==> src/rtl/freq_count_fsm.sv <==
// freq_count_fsm: gated edge counter with repeated-subtraction BCD split.
// Counts edge_in pulses over an UPDATE_PERIOD-cycle gate window, converts
// the (99-clamped) count to tens/units digits and strobes them out.
// Optional feature macro: FREQ_OVERFLOW_EN (adds the ovf_seen tracking
// register; otherwise overflow is tied to 0).
module freq_count_fsm #(
    parameter int UPDATE_PERIOD = 1200,
    parameter int COUNT_W       = 7
) (
    input  logic       clk,
    input  logic       reset,
    input  logic       edge_in,
    output logic [3:0] tens,
    output logic [3:0] units,
    output logic       digits_valid,
    output logic       overflow
);

    localparam int CYC_W = $clog2(UPDATE_PERIOD);

    localparam logic [CYC_W-1:0]   CYC_LAST  = CYC_W'(UPDATE_PERIOD - 1);
    localparam logic [CYC_W-1:0]   CYC_ONE   = CYC_W'(1);
    localparam logic [COUNT_W-1:0] MAX_COUNT = COUNT_W'(99);
    localparam logic [COUNT_W-1:0] TEN       = COUNT_W'(10);
    localparam logic [COUNT_W-1:0] CNT_ONE   = COUNT_W'(1);

    localparam logic [1:0] ST_COUNT = 2'd0;
    localparam logic [1:0] ST_TENS  = 2'd1;
    localparam logic [1:0] ST_UNITS = 2'd2;

    logic [1:0]         state_q,      state_d;
    logic [CYC_W-1:0]   cycle_cnt_q,  cycle_cnt_d;
    logic [COUNT_W-1:0] edge_count_q, edge_count_d;
    logic [3:0]         tens_acc_q,   tens_acc_d;
    logic [3:0]         tens_q,       tens_d;
    logic [3:0]         units_q,      units_d;
    logic               valid_q,      valid_d;
`ifdef FREQ_OVERFLOW_EN
    logic               ovf_seen_q,   ovf_seen_d;
    logic               overflow_q,   overflow_d;
`endif

    // Next-state logic: gate window counting, then one subtraction per cycle
    always_comb begin
        state_d      = state_q;
        cycle_cnt_d  = cycle_cnt_q;
        edge_count_d = edge_count_q;
        tens_acc_d   = tens_acc_q;
        tens_d       = tens_q;
        units_d      = units_q;
        valid_d      = 1'b0;
`ifdef FREQ_OVERFLOW_EN
        ovf_seen_d   = ovf_seen_q;
        overflow_d   = overflow_q;
`endif
        case (state_q)
            ST_COUNT: begin
                cycle_cnt_d = cycle_cnt_q + CYC_ONE;
                // Saturate at 99 so the conversion always yields valid BCD
                if (edge_in) begin
                    if (edge_count_q == MAX_COUNT) begin
`ifdef FREQ_OVERFLOW_EN
                        ovf_seen_d = 1'b1;
`endif
                    end else begin
                        edge_count_d = edge_count_q + CNT_ONE;
                    end
                end
                // The edge on the last window cycle is still counted above
                if (cycle_cnt_q == CYC_LAST) begin
                    cycle_cnt_d = '0;
                    state_d     = ST_TENS;
                end
            end
            ST_TENS: begin
                // edge_in is ignored here: dead time between windows
                if (edge_count_q >= TEN) begin
                    edge_count_d = edge_count_q - TEN;
                    tens_acc_d   = tens_acc_q + 4'd1;
                end else begin
                    state_d = ST_UNITS;
                end
            end
            ST_UNITS: begin
                tens_d       = tens_acc_q;
                units_d      = edge_count_q[3:0];
                valid_d      = 1'b1;
                edge_count_d = '0;
                tens_acc_d   = '0;
`ifdef FREQ_OVERFLOW_EN
                overflow_d   = ovf_seen_q;
                ovf_seen_d   = 1'b0;
`endif
                state_d      = ST_COUNT;
            end
            default: begin
                state_d = ST_COUNT;
            end
        endcase
    end

    // State and output registers; reset aborts any window or conversion
    always_ff @(posedge clk or posedge reset) begin
        if (reset) begin
            state_q      <= ST_COUNT;
            cycle_cnt_q  <= '0;
            edge_count_q <= '0;
            tens_acc_q   <= '0;
            tens_q       <= '0;
            units_q      <= '0;
            valid_q      <= 1'b0;
        end else begin
            state_q      <= state_d;
            cycle_cnt_q  <= cycle_cnt_d;
            edge_count_q <= edge_count_d;
            tens_acc_q   <= tens_acc_d;
            tens_q       <= tens_d;
            units_q      <= units_d;
            valid_q      <= valid_d;
        end
    end

`ifdef FREQ_OVERFLOW_EN
    // Saturation tracking, published alongside the digits
    always_ff @(posedge clk or posedge reset) begin
        if (reset) begin
            ovf_seen_q <= 1'b0;
            overflow_q <= 1'b0;
        end else begin
            ovf_seen_q <= ovf_seen_d;
            overflow_q <= overflow_d;
        end
    end

    assign overflow = overflow_q;
`else
    assign overflow = 1'b0;
`endif

    assign tens         = tens_q;
    assign units        = units_q;
    assign digits_valid = valid_q;

endmodule

==> config.mk <==
export PLATFORM = sky130hd
export DESIGN_NAME = freq_count_fsm
export DESIGN_NICKNAME = d
export VERILOG_FILES = /design/src/rtl/freq_count_fsm.sv
export SDC_FILE = /design/constraint.sdc
export NUM_CORES = 1
export LEC_CHECK = 0
export BUFFER_PORTS_ARGS = -buffer_cell sky130_fd_sc_hd__buf_2
export CAP_MARGIN = 30
export CORE_MARGIN = 5
export CORE_UTILIZATION = 44
export CTS_CLUSTER_SIZE = 20
export DETAILED_ROUTE_END_ITERATION = 16
export PLACE_DENSITY_LB_ADDON = 0.12
export SLEW_MARGIN = 40
export SYNTH_ARGS = -nofsm -noshare
export SYNTH_HDL_FRONTEND = slang
export SYNTH_SLANG_ARGS = --single-unit
==> constraint.sdc <==
create_clock -name clk -period 1.8 [get_ports clk]
set_input_delay 0.45 -clock clk [delete_from_list [all_inputs] [get_ports clk]]
set_output_delay 0.45 -clock clk [all_outputs]
set_load 0.05 [all_outputs]
==> flow_metrics.env, run 1 <==
export IMPL_yosysUniqueCellTypes=54
export IMPL_dr_pass1_iters=4
export IMPL_core_area_mm2=0.00432
export IMPL_grt_use_met3=0.0296
export IMPL_max_cap_violations=0
export IMPL_cp_start_kind="flip-flop"
export IMPL_setup_viol_count_final=0
export IMPL_die_area_mm2=0.00585
export IMPL_swShare=0.316
export IMPL_grt_max_degree=34
export IMPL_synthCells=192
export IMPL_crit_fanout=8
export IMPL_powerDensity_mw_per_mm2=846
export IMPL_fin_tns_setup_ps=0
export IMPL_ys_warn_count=0
export IMPL_grt_ovfl_total=0
export IMPL_p_sw_w=0.000618
export IMPL_fin_hold_ws_ps=249
export IMPL_grt_pass1_wl_um=7040
export IMPL_ys_flop_type="dfrtp_1"
export IMPL_cts_tree="yes"
export IMPL_cts_reportedPaths_clkPinSlew_ps=70
export IMPL_initial_core_util=0.450
export IMPL_track_usage=0.144
export IMPL_io_pins=13
export IMPL_finClkSkew_ps=9.24
export IMPL_clk_path_buf_depth=2
export IMPL_hold_viol=0
export IMPL_routed_wirelength_um=4110
export IMPL_hold_class="in2async"
export IMPL_crit_arrival_ps=1910
export IMPL_die_w_um=76.5
export IMPL_dpl_cell_area_mm2=0.00216
export IMPL_r2r_cells=7
export IMPL_viasPerCell=5.65
export IMPL_cts_sinks=33
export IMPL_p_clk_frac=0.258
export IMPL_ir_worst_vdd_mv=0.408
export IMPL_syn_nets=205
export IMPL_status="complete, no violations"
export IMPL_gp_congestion=0.815
export IMPL_async_flop_share=1.00
export IMPL_postCtsHoldBufs=0
export IMPL_grt_pass1_vias=1551
export IMPL_synth_top_cell_by_area="dfrtp_1"
export IMPL_synth_area_top_cells="dfrtp_1 42%, ha_1 6.4%, mux2_2 5.2%, nand3_1 2.8%, a21oi_1 2.3%"
export IMPL_comb_power_share=0.289
export IMPL_portBuffers=11
export IMPL_drv_slew=0
export IMPL_synth_top_cell_area_share=0.424
export IMPL_routed_via_count=1572
export IMPL_wire_per_inst_um=14.8
export IMPL_finalNetCount=240
export IMPL_avgSynthCellArea_um2=10.1
export IMPL_cts_root_buf="clkbuf_8"
export IMPL_clk_latency_ps=280
export IMPL_htreeDepth=2
export IMPL_drive_gt1_frac=0.305
export IMPL_antenna_left=0
export IMPL_cts_buffers=5
export IMPL_synth_edf_count=0
export IMPL_dieHeight_um=76.5
export IMPL_gr_usage_met2=0.238
export IMPL_intPower_w=0.00134
export IMPL_ys_ff_latch=33
export IMPL_area_growth_pct=18.9
export IMPL_rsz0062_at_grt="true"
export IMPL_dr_first_iter_drc_count=55
export IMPL_antenna_found_initial=0
export IMPL_final_area_mm2=0.00231
export IMPL_critPathRequiredTime_ps=1950
export IMPL_path_class="reg2reg"
export IMPL_fmax_mhz=569
export IMPL_fillCellCount=406
export IMPL_dp_hpwl_um=2960
export IMPL_p_leak_nw=1.08
export IMPL_fin_crit_sh=0.976
export IMPL_yosysSeqAreaShare=0.424
export IMPL_end_kind="flip-flop"
export IMPL_pwr_share_seq=0.453
export IMPL_drc_errors=0
export IMPL_row_count=24
export IMPL_fin_crit_ps=1760
export IMPL_diodes=0
export IMPL_grtUsageMet1=0.190
export IMPL_synth_area_mm2=0.00195
export IMPL_busiest_layer="met2"
cell families after synthesis:
family / count (synthesis) / synth area share
compound gates: 46 / 0.173
xor+xnor: 7 / 0.0315
fa+ha+maj: 10 / 0.0643
buf+inv: 23 / 0.0624
flops: 33 / 0.424
mux: 9 / 0.0521
other cells: 1 / 0.00193
simple gates: 63 / 0.190
what timing repair did:
action	in CTS	in global routing
setup endpoints to repair	0	10
setup buffers	0	4
resized for setup	0	9
hold endpoints to repair	0	0
critical path, stage by stage (launching register included):
cell	delay, ps
dfrtp_1	380
inv_1	110
ha_4	140
or3b_4	380
o221ai_4	270
buf_4	170
a211oi_1	40
a2bb2oi_1	150
per-stage QoR:
stage | power [W] | cells | utilization | setup WS [ps]
floorplan | 0.00120 | 192 | - | 10.3
global placement | 0.00138 | 267 | 0.499 | 79.6
detailed placement | 0.00139 | 267 | 0.499 | 27.6
CTS | 0.00190 | 273 | 0.516 | 19.4
global route | 0.00207 | 278 | 0.535 | -29.8
finish | 0.00196 | 278 | 0.535 | 42.4
cell usage after synthesis, types with 2 or more instances:
cell type and number:
or4_1 2, buf_4 2, a211oi_1 3, nand2b_1 3
mux2_2 9, buf_6 3, ha_1 10, a2bb2oi_1 3
nor3_1 4, a21oi_1 9, o211ai_1 2, o2bb2ai_1 3
xor2_1 2, xnor2_1 5, nand3_1 11, inv_1 12
a31oi_1 3, dfrtp_1 33, nand2_1 11, nand3b_1 2
buf_2 4, o21ai_0 8, o21ai_1 2, nand4_1 4
nor2_1 12, o311ai_1 2
final cells by class:
class	count	area, um2	share of cell area
Inverter	13	48.8	0.0211
Tap cell	52	65.1	0.0281
Sequential cell	33	828	0.358
Clock inverter	1	5.00	0.00216
Multi-Input combinational cell	137	1040	0.451
Clock buffer	5	68.8	0.0297
Timing Repair Buffer	37	254	0.110
path summary, 6_finish.rpt:
kind / from / to / slack, ps
hold / removal: reset / tens[0] / 250
setup / recovery: state_q[1] / edge_count_q[2] / 40
min in group clk: cycle_cnt_q[2] / cycle_cnt_q[2] / 500
max in group asynchronous: reset / edge_count_q[1] / 1230
setup reg to reg: state_q[1] / edge_count_q[2] / 40
hold reg to reg: cycle_cnt_q[2] / cycle_cnt_q[2] / 500
routing by layer:
metal,wire [um],vias up
met2,1970,33
li1,-,776
met4,33,0
met1,1930,759
met3,175,4
met5,0,-
power groups by stage:
stage | clock network (W) | registers, W | logic, W
5_1_grt | 0.000554 | 0.000900 | 0.000621
3_3_place_gp | 0 | 0.000887 | 0.000493
4_1_cts | 0.000522 | 0.000875 | 0.000501
6_report | 0.000506 | 0.000886 | 0.000565
3_5_place_dp | 0 | 0.000890 | 0.000497
2_1_floorplan | 0 | 0.000877 | 0.000324
placed cells by master (no fill, tap or decap), types with 3 or more instances in the layout:
cell / instances
a211oi_1: 3
a21oi_1: 9
a2bb2oi_1: 3
a31oi_1: 3
buf_2: 11
buf_4: 25
clkbuf_8: 5
dfrtp_1: 31
ha_1: 7
inv_1: 10
mux2_2: 9
nand2_1: 11
nand3_1: 11
nand4_1: 4
nor2_1: 12
nor3_1: 4
o21ai_0: 8
o2bb2ai_1: 3
xnor2_1: 5
registers in the layout, summed over array words and instances, names as in the netlist:
signal	cells
cycle_cnt_q	11
edge_count_q	7
tens	4
tens_acc_q	4
units	4
state_q	2
digits_valid	1
(Power assumes the default switching activity.)
==> run 2: changes to the inputs <==
--- a/config.mk
+++ b/config.mk
@@ -5,6 +5,7 @@
 export SDC_FILE = /design/constraint.sdc
 export NUM_CORES = 1
 export LEC_CHECK = 0
+export ABC_AREA = 1
 export BUFFER_PORTS_ARGS = -buffer_cell sky130_fd_sc_hd__buf_2
 export CAP_MARGIN = 30
 export CORE_MARGIN = 5
==> run 2 against run 1 <==
  * Non-clock buffer count decreased by 19
  * First-iteration DRC count increased by 130%
  * Sequential cell count unchanged
  * Die area increased by 6.4%
  * Count of clock-buffer cells in the layout increased by 2
  * Clock power increased by 21%
  * Cell count increased by 27%
  * Hold slack got worse by 4.5 ps
  * Setup slack improved by 210 ps
  * Area after synthesis increased by 7.3%
  * Global-route usage increased by 1.4 points
  * Sequential share of layout area decreased by 0.24 points
  * Largest cell class unchanged
  * Highest routed layer unchanged
==> flow_metrics.env, run 2 <==
export IMPL_cts_buffers=5
export IMPL_track_usage=0.158
export IMPL_crit_family="simple AND/OR/NAND/NOR gates"
export IMPL_async_flop_share=1.00
export IMPL_grt_use_met3=0.0374
export IMPL_synth_area_top_cells="dfrtp_1 40%, nand2_1 17%, ha_1 6.0%, nand3_1 6.0%, inv_1 5.4%"
export IMPL_crit_fanout=6
export IMPL_cts_reportedPaths_clkPinSlew_ps=70
export IMPL_final_common_cell="nand2_1"
export IMPL_finClkSkew_ps=11.3
export IMPL_grtUsageMet1=0.211
export IMPL_yosysUniqueCellTypes=27
export IMPL_cp_start_kind="flip-flop"
export IMPL_htreeDepth=2
export IMPL_fin_tns_setup_ps=0
export IMPL_gr_usage_met2=0.251
export IMPL_busiest_layer="met2"
export IMPL_largest_reg_flops=11
export IMPL_synth_area_mm2=0.00209
export IMPL_syn_nets=292
export IMPL_gp_congestion=0.874
export IMPL_routed_via_count=1770
export IMPL_path_buf_inv=2
export IMPL_slowest_delay_ps=420
export IMPL_cts_root_buf="clkbuf_8"
export IMPL_dr_first_iter_drc_count=126
export IMPL_max_cap_violations=0
export IMPL_ys_flop_type="dfrtp_1"
export IMPL_fin_crit_sh=0.860
export IMPL_dieHeight_um=78.9
export IMPL_hold_class="in2async"
export IMPL_row_count=25
export IMPL_fin_crit_ps=1550
export IMPL_cts_tree="yes"
export IMPL_cts_sinks=33
export IMPL_powerDensity_mw_per_mm2=880
export IMPL_die_area_mm2=0.00622
export IMPL_ys_warn_count=0
export IMPL_synth_top_cell_area_share=0.395
export IMPL_synthCells=279
export IMPL_diodes=0
export IMPL_ys_ff_latch=33
export IMPL_fmax_mhz=646
export IMPL_initial_core_util=0.448
export IMPL_drv_slew=0
export IMPL_finalNetCount=311
export IMPL_crit_arrival_ps=1710
export IMPL_antenna_found_initial=0
export IMPL_final_cell_mix="94 x nand2_1, 33 x dfrtp_1, 30 x inv_1"
export IMPL_postCtsHoldBufs=0
export IMPL_dr_pass1_iters=4
export IMPL_finalPower_w=0.00204
export IMPL_portBuffers=11
export IMPL_grt_max_degree=34
export IMPL_dp_hpwl_um=3260
export IMPL_cts_setup_buffers=0
export IMPL_final_area_mm2=0.00232
export IMPL_antenna_left=0
export IMPL_die_w_um=78.9
export IMPL_core_area_mm2=0.00466
export IMPL_area_growth_pct=11.2
export IMPL_viasPerCell=5.01
export IMPL_post_cts_resize_count=0
export IMPL_status="complete, no violations"
export IMPL_grt_pass1_vias=1696
export IMPL_clk_latency_ps=280
export IMPL_grt_pass1_wl_um=7830
export IMPL_crit_path_frequent_cell="nand2_1"
export IMPL_top_register="cycle_cnt_q"
export IMPL_ir_worst_vdd_mv=0.381
export IMPL_grt_ovfl_total=0
export IMPL_synth_common_cells="94 x nand2_1, 33 x dfrtp_1, 30 x inv_1"
export IMPL_setup_viol_count_final=0
export IMPL_synth_edf_count=0
export IMPL_synth_top_cell_by_area="dfrtp_1"
export IMPL_io_pins=13
export IMPL_clk_path_buf_depth=2
export IMPL_critPathRequiredTime_ps=1970
export IMPL_wire_per_inst_um=12.3
export IMPL_yosysSeqAreaShare=0.395
export IMPL_finalCoreUtilization=0.498
export IMPL_yosysMostFrequentCell="nand2_1"
export IMPL_dpl_cell_area_mm2=0.00222
export IMPL_end_kind="flip-flop"
export IMPL_crit_path_top_delay_cell="dfrtp_1"
export IMPL_drive_gt1_frac=0.181
export IMPL_avgSynthCellArea_um2=7.48
export IMPL_routed_wirelength_um=4350
export IMPL_worstPathCellList="inv_1 -> ha_1 -> inv_2 -> or2_2 -> nand3_1 -> nor2_2 -> nand2_1 -> nand2_1"
export IMPL_rsz0062_at_grt="false"
export IMPL_path_class="reg2reg"
export IMPL_largest_registers="cycle_cnt_q: 11 flops, edge_count_q: 7 flops"
export IMPL_p_leak_nw=1.27
export IMPL_drc_errors=0
export IMPL_hold_viol=0
run 2: power by group:
| group | switching (W) | leakage (nW) | internal (W) | total (W) |
|---|---|---|---|---|
| logic | 0.000335 | 0.775 | 0.000208 | 0.000543 |
| clock network | 0.000267 | 0.0542 | 0.000346 | 0.000613 |
| registers | 0.0000986 | 0.440 | 0.000788 | 0.000887 |
| total | 0.000701 | 1.27 | 0.00134 | 0.00204 |
run 2: cells by family after synthesis:
kind of cell / Yosys count / share of synthesized area
and+or+nand+nor: 169 / 0.379
adders and majority gates: 10 / 0.0599
xor gates and xnor gates: 9 / 0.0377
other: 1 / 0.00180
AOI/OAI and AO/OA: 15 / 0.0383
DFF: 33 / 0.395
buffers and inverters: 42 / 0.0875
run 2: layout make-up:
class / count / area (um2)
clock buffers: 7 / 96.3
well taps: 54 / 67.6
clock inverters: 1 / 5.00
flip-flops and latches: 33 / 826
fillers: 471 / 2340
multi-input cells: 204 / 1080
repair buffers: 18 / 108
inverters: 36 / 140
run 2: path summary, 6_finish.rpt:
kind / end / cells past startpoint / from / slack [ps]
max in group asynchronous: cycle_cnt_q[3] / 3 / reset / 1240
worst max-delay path: edge_count_q[5] / 8 / state_q[0] / 250
min in group clk: tens[1] / 2 / tens[1] / 460
worst max register to register: edge_count_q[5] / 8 / state_q[0] / 250
worst min register to register: tens[1] / 2 / tens[1] / 460
worst min-delay path: tens[2] / 3 / reset / 240
run 2: worst min-delay path, stage by stage:
cell	delay [ps]
buf_2	100
inv_1	40
buf_4	360
run 2: layer usage:
metal	up-vias	wire, um
met5	-	0
met4	0	49
met3	6	167
met2	37	2010
met1	808	2120
li1	919	-
run 2: metrics by stage:
stage	setup WS, ps	cells	hold WS (ps)
6_report	252	353	244
5_1_grt	105	353	306
4_1_cts	259	353	261
3_5_place_dp	280	345	453
3_3_place_gp	301	345	450
2_1_floorplan	394	279	474
==> run 3: changes to the inputs <==
--- a/config.mk
+++ b/config.mk
@@ -8,8 +8,10 @@
 export ABC_AREA = 1
 export BUFFER_PORTS_ARGS = -buffer_cell sky130_fd_sc_hd__buf_2
 export CAP_MARGIN = 30
+export CELL_PAD_IN_SITES_DETAIL_PLACEMENT = 1
+export CELL_PAD_IN_SITES_GLOBAL_PLACEMENT = 2
 export CORE_MARGIN = 5
-export CORE_UTILIZATION = 44
+export CORE_UTILIZATION = 32
 export CTS_CLUSTER_SIZE = 20
 export DETAILED_ROUTE_END_ITERATION = 16
 export PLACE_DENSITY_LB_ADDON = 0.12
==> constraint.sdc (replaced) <==
create_clock -name clk -period 1.8 [get_ports clk]
set_input_delay 0.45 -clock clk [delete_from_list [all_inputs] [get_ports clk]]
set_output_delay 0.45 -clock clk [all_outputs]
set_load 0.02 [all_outputs]
==> run 3 against run 2 <==
  * Sequential cell count unchanged
  * Clock power up 38%
  * Register-to-register slack worse by 70 ps
  * Cell count up 7.1%
  * Sequential share of layout area down 1.1 points
  * Critical path type unchanged
  * Highest routed layer unchanged
==> flow_metrics.env, run 3 (synthesized netlist as in run 2, its figures left out) <==
export IMPL_status="complete, no violations"
export IMPL_finClkSkew_ps=11.6
export IMPL_drive_gt1_frac=0.186
export IMPL_grt_pass1_wl_um=9150
export IMPL_portBuffers=11
export IMPL_fin_crit_ps=1620
export IMPL_dieHeight_um=90.8
export IMPL_powerDensity_mw_per_mm2=958
export IMPL_postCtsHoldBufs=0
export IMPL_fin_crit_sh=0.901
export IMPL_comb_power_share=0.243
export IMPL_rsz0062_at_grt="false"
export IMPL_area_growth_pct=14.9
export IMPL_dp_hpwl_um=4170
export IMPL_grt_max_degree=17
export IMPL_end_kind="flip-flop"
export IMPL_finalNetCount=313
export IMPL_fmax_mhz=617
export IMPL_initial_core_util=0.329
export IMPL_final_cell_mix="94 x nand2_1, 33 x dfrtp_1, 30 x inv_1"
export IMPL_worstPathCellList="inv_1 -> ha_1 -> nand2_1 -> inv_1 -> nand3_1 -> nand2_1 -> nand4_1 -> nand2_1"
export IMPL_hold_class="in2async"
export IMPL_clk_latency_ps=290
export IMPL_grt_ovfl_total=0
export IMPL_r2r_end="edge_count_q[3]"
export IMPL_row_count=29
export IMPL_p_clk_frac=0.367
export IMPL_drv_slew=0
export IMPL_hold_viol=0
export IMPL_diodes=0
export IMPL_ir_worst_vdd_mv=0.420
export IMPL_p_leak_nw=1.29
export IMPL_cts_tree="yes"
export IMPL_post_cts_resize_count=0
export IMPL_routed_wirelength_um=5280
export IMPL_setup_viol_count_final=0
export IMPL_die_area_mm2=0.00824
export IMPL_r2r_setup_slack_ps=180
export IMPL_io_pins=13
export IMPL_cts_buffers=5
export IMPL_p_sw_w=0.000751
export IMPL_gp_congestion=0.787
export IMPL_clk_path_buf_depth=2
export IMPL_htreeDepth=2
export IMPL_core_area_mm2=0.00635
export IMPL_routed_via_count=1786
export IMPL_cts_reportedPaths_clkPinSlew_ps=80
export IMPL_cp_startpoint="state_q[0]"
export IMPL_track_usage=0.136
export IMPL_slowest_delay_ps=410
export IMPL_viasPerCell=4.72
export IMPL_rr_startpoint="state_q[0]"
export IMPL_die_w_um=90.8
export IMPL_final_common_cell="nand2_1"
export IMPL_largest_registers="cycle_cnt_q: 11 flops, edge_count_q: 7 flops"
export IMPL_dr_first_iter_drc_count=30
export IMPL_swShare=0.327
export IMPL_crit_path_frequent_cell="nand2_1"
export IMPL_largest_reg_flops=11
export IMPL_drc_errors=0
export IMPL_crit_arrival_ps=1840
export IMPL_antenna_left=0
export IMPL_critPathRequiredTime_ps=2020
export IMPL_fin_tns_setup_ps=0
export IMPL_antenna_found_initial=0
export IMPL_top_register="cycle_cnt_q"
export IMPL_wire_per_inst_um=14.0
export IMPL_intPower_w=0.00155
export IMPL_grt_pass1_vias=1871
export IMPL_cts_sinks=33
export IMPL_r2r_cells=8
export IMPL_crit_path_top_delay_cell="ha_1"
export IMPL_cp_start_kind="flip-flop"
export IMPL_finalPower_w=0.00230
export IMPL_path_class="reg2reg"
export IMPL_pwr_share_seq=0.390
export IMPL_final_cells=378
export IMPL_crit_fanout=5
export IMPL_max_cap_violations=0
export IMPL_cts_setup_buffers=0
export IMPL_cts_root_buf="clkbuf_8"
export IMPL_placed_cells=370
export IMPL_dr_pass1_iters=4
## run 3: cell types whose count changed in the layout (fill, tap and decap cells not counted)
| cell | delta |
|---|---|
| buf_4 | +2 |
| clkbuf_8 | -2 |
| bufinv_16 | +2 |
## run 3: final cells by class
type / instances / area [um2]
Inverter: 36 / 140
Timing Repair Buffer: 20 / 123
Fill cell: 802 / 3950
Clock buffer: 5 / 68.8
Multi-Input combinational cell: 204 / 1080
Sequential cell: 33 / 826
Tap cell: 77 / 96.3
Clock inverter: 3 / 65.1
## run 3: power by group through the flow
| stage | Combinational, W | Sequential, W | Clock (W) |
|---|---|---|---|
| floorplan | 0.000475 | 0.000844 | 0 |
| global placement | 0.000567 | 0.000909 | 0 |
| detailed placement | 0.000566 | 0.000911 | 0 |
| CTS | 0.000573 | 0.000898 | 0.000869 |
| global route | 0.000640 | 0.000911 | 0.000905 |
| finish | 0.000558 | 0.000897 | 0.000843 |
## run 3: per-stage QoR
stage | hold slack [ps] | utilization | cell area [um2] | worst slack, ps
2_1_floorplan | 474 | - | 2090 | 394
3_3_place_gp | 449 | 0.357 | 2260 | 237
3_5_place_dp | 454 | 0.357 | 2260 | 168
4_1_cts | 140 | 0.378 | 2400 | 160
5_1_grt | 145 | 0.378 | 2400 | 2.26
6_report | 127 | 0.378 | 2400 | 178
## run 3: metal layers
metal / up-vias / wire [um] / track usage
li1: 917 / - / -
met1: 852 / 2570 / 0.178
met2: 13 / 2560 / 0.228
met3: 4 / 101 / 0.0317
met4: 0 / 44 / 0.0257
met5: - / 0 / 0
## run 3: worst max-delay path by stage
stage,to,slack [ps],depth (start not counted)
2_1_floorplan,edge_count_q[2],390,9
3_3_place_gp,edge_count_q[5],240,8
3_5_place_dp,edge_count_q[4],170,8
4_1_cts,edge_count_q[6],160,8
5_1_grt,edge_count_q[6],2,9
6_report,edge_count_q[3],180,8
## run 3: worst max-delay path, delay by kind of cell (launching register included)
kind | cells | cell delay, ps
flip-flops | 1 | 400
buffers and inverters | 2 | 220
adder cells (fa/ha/maj) | 1 | 410
AND/OR/NAND/NOR | 5 | 500
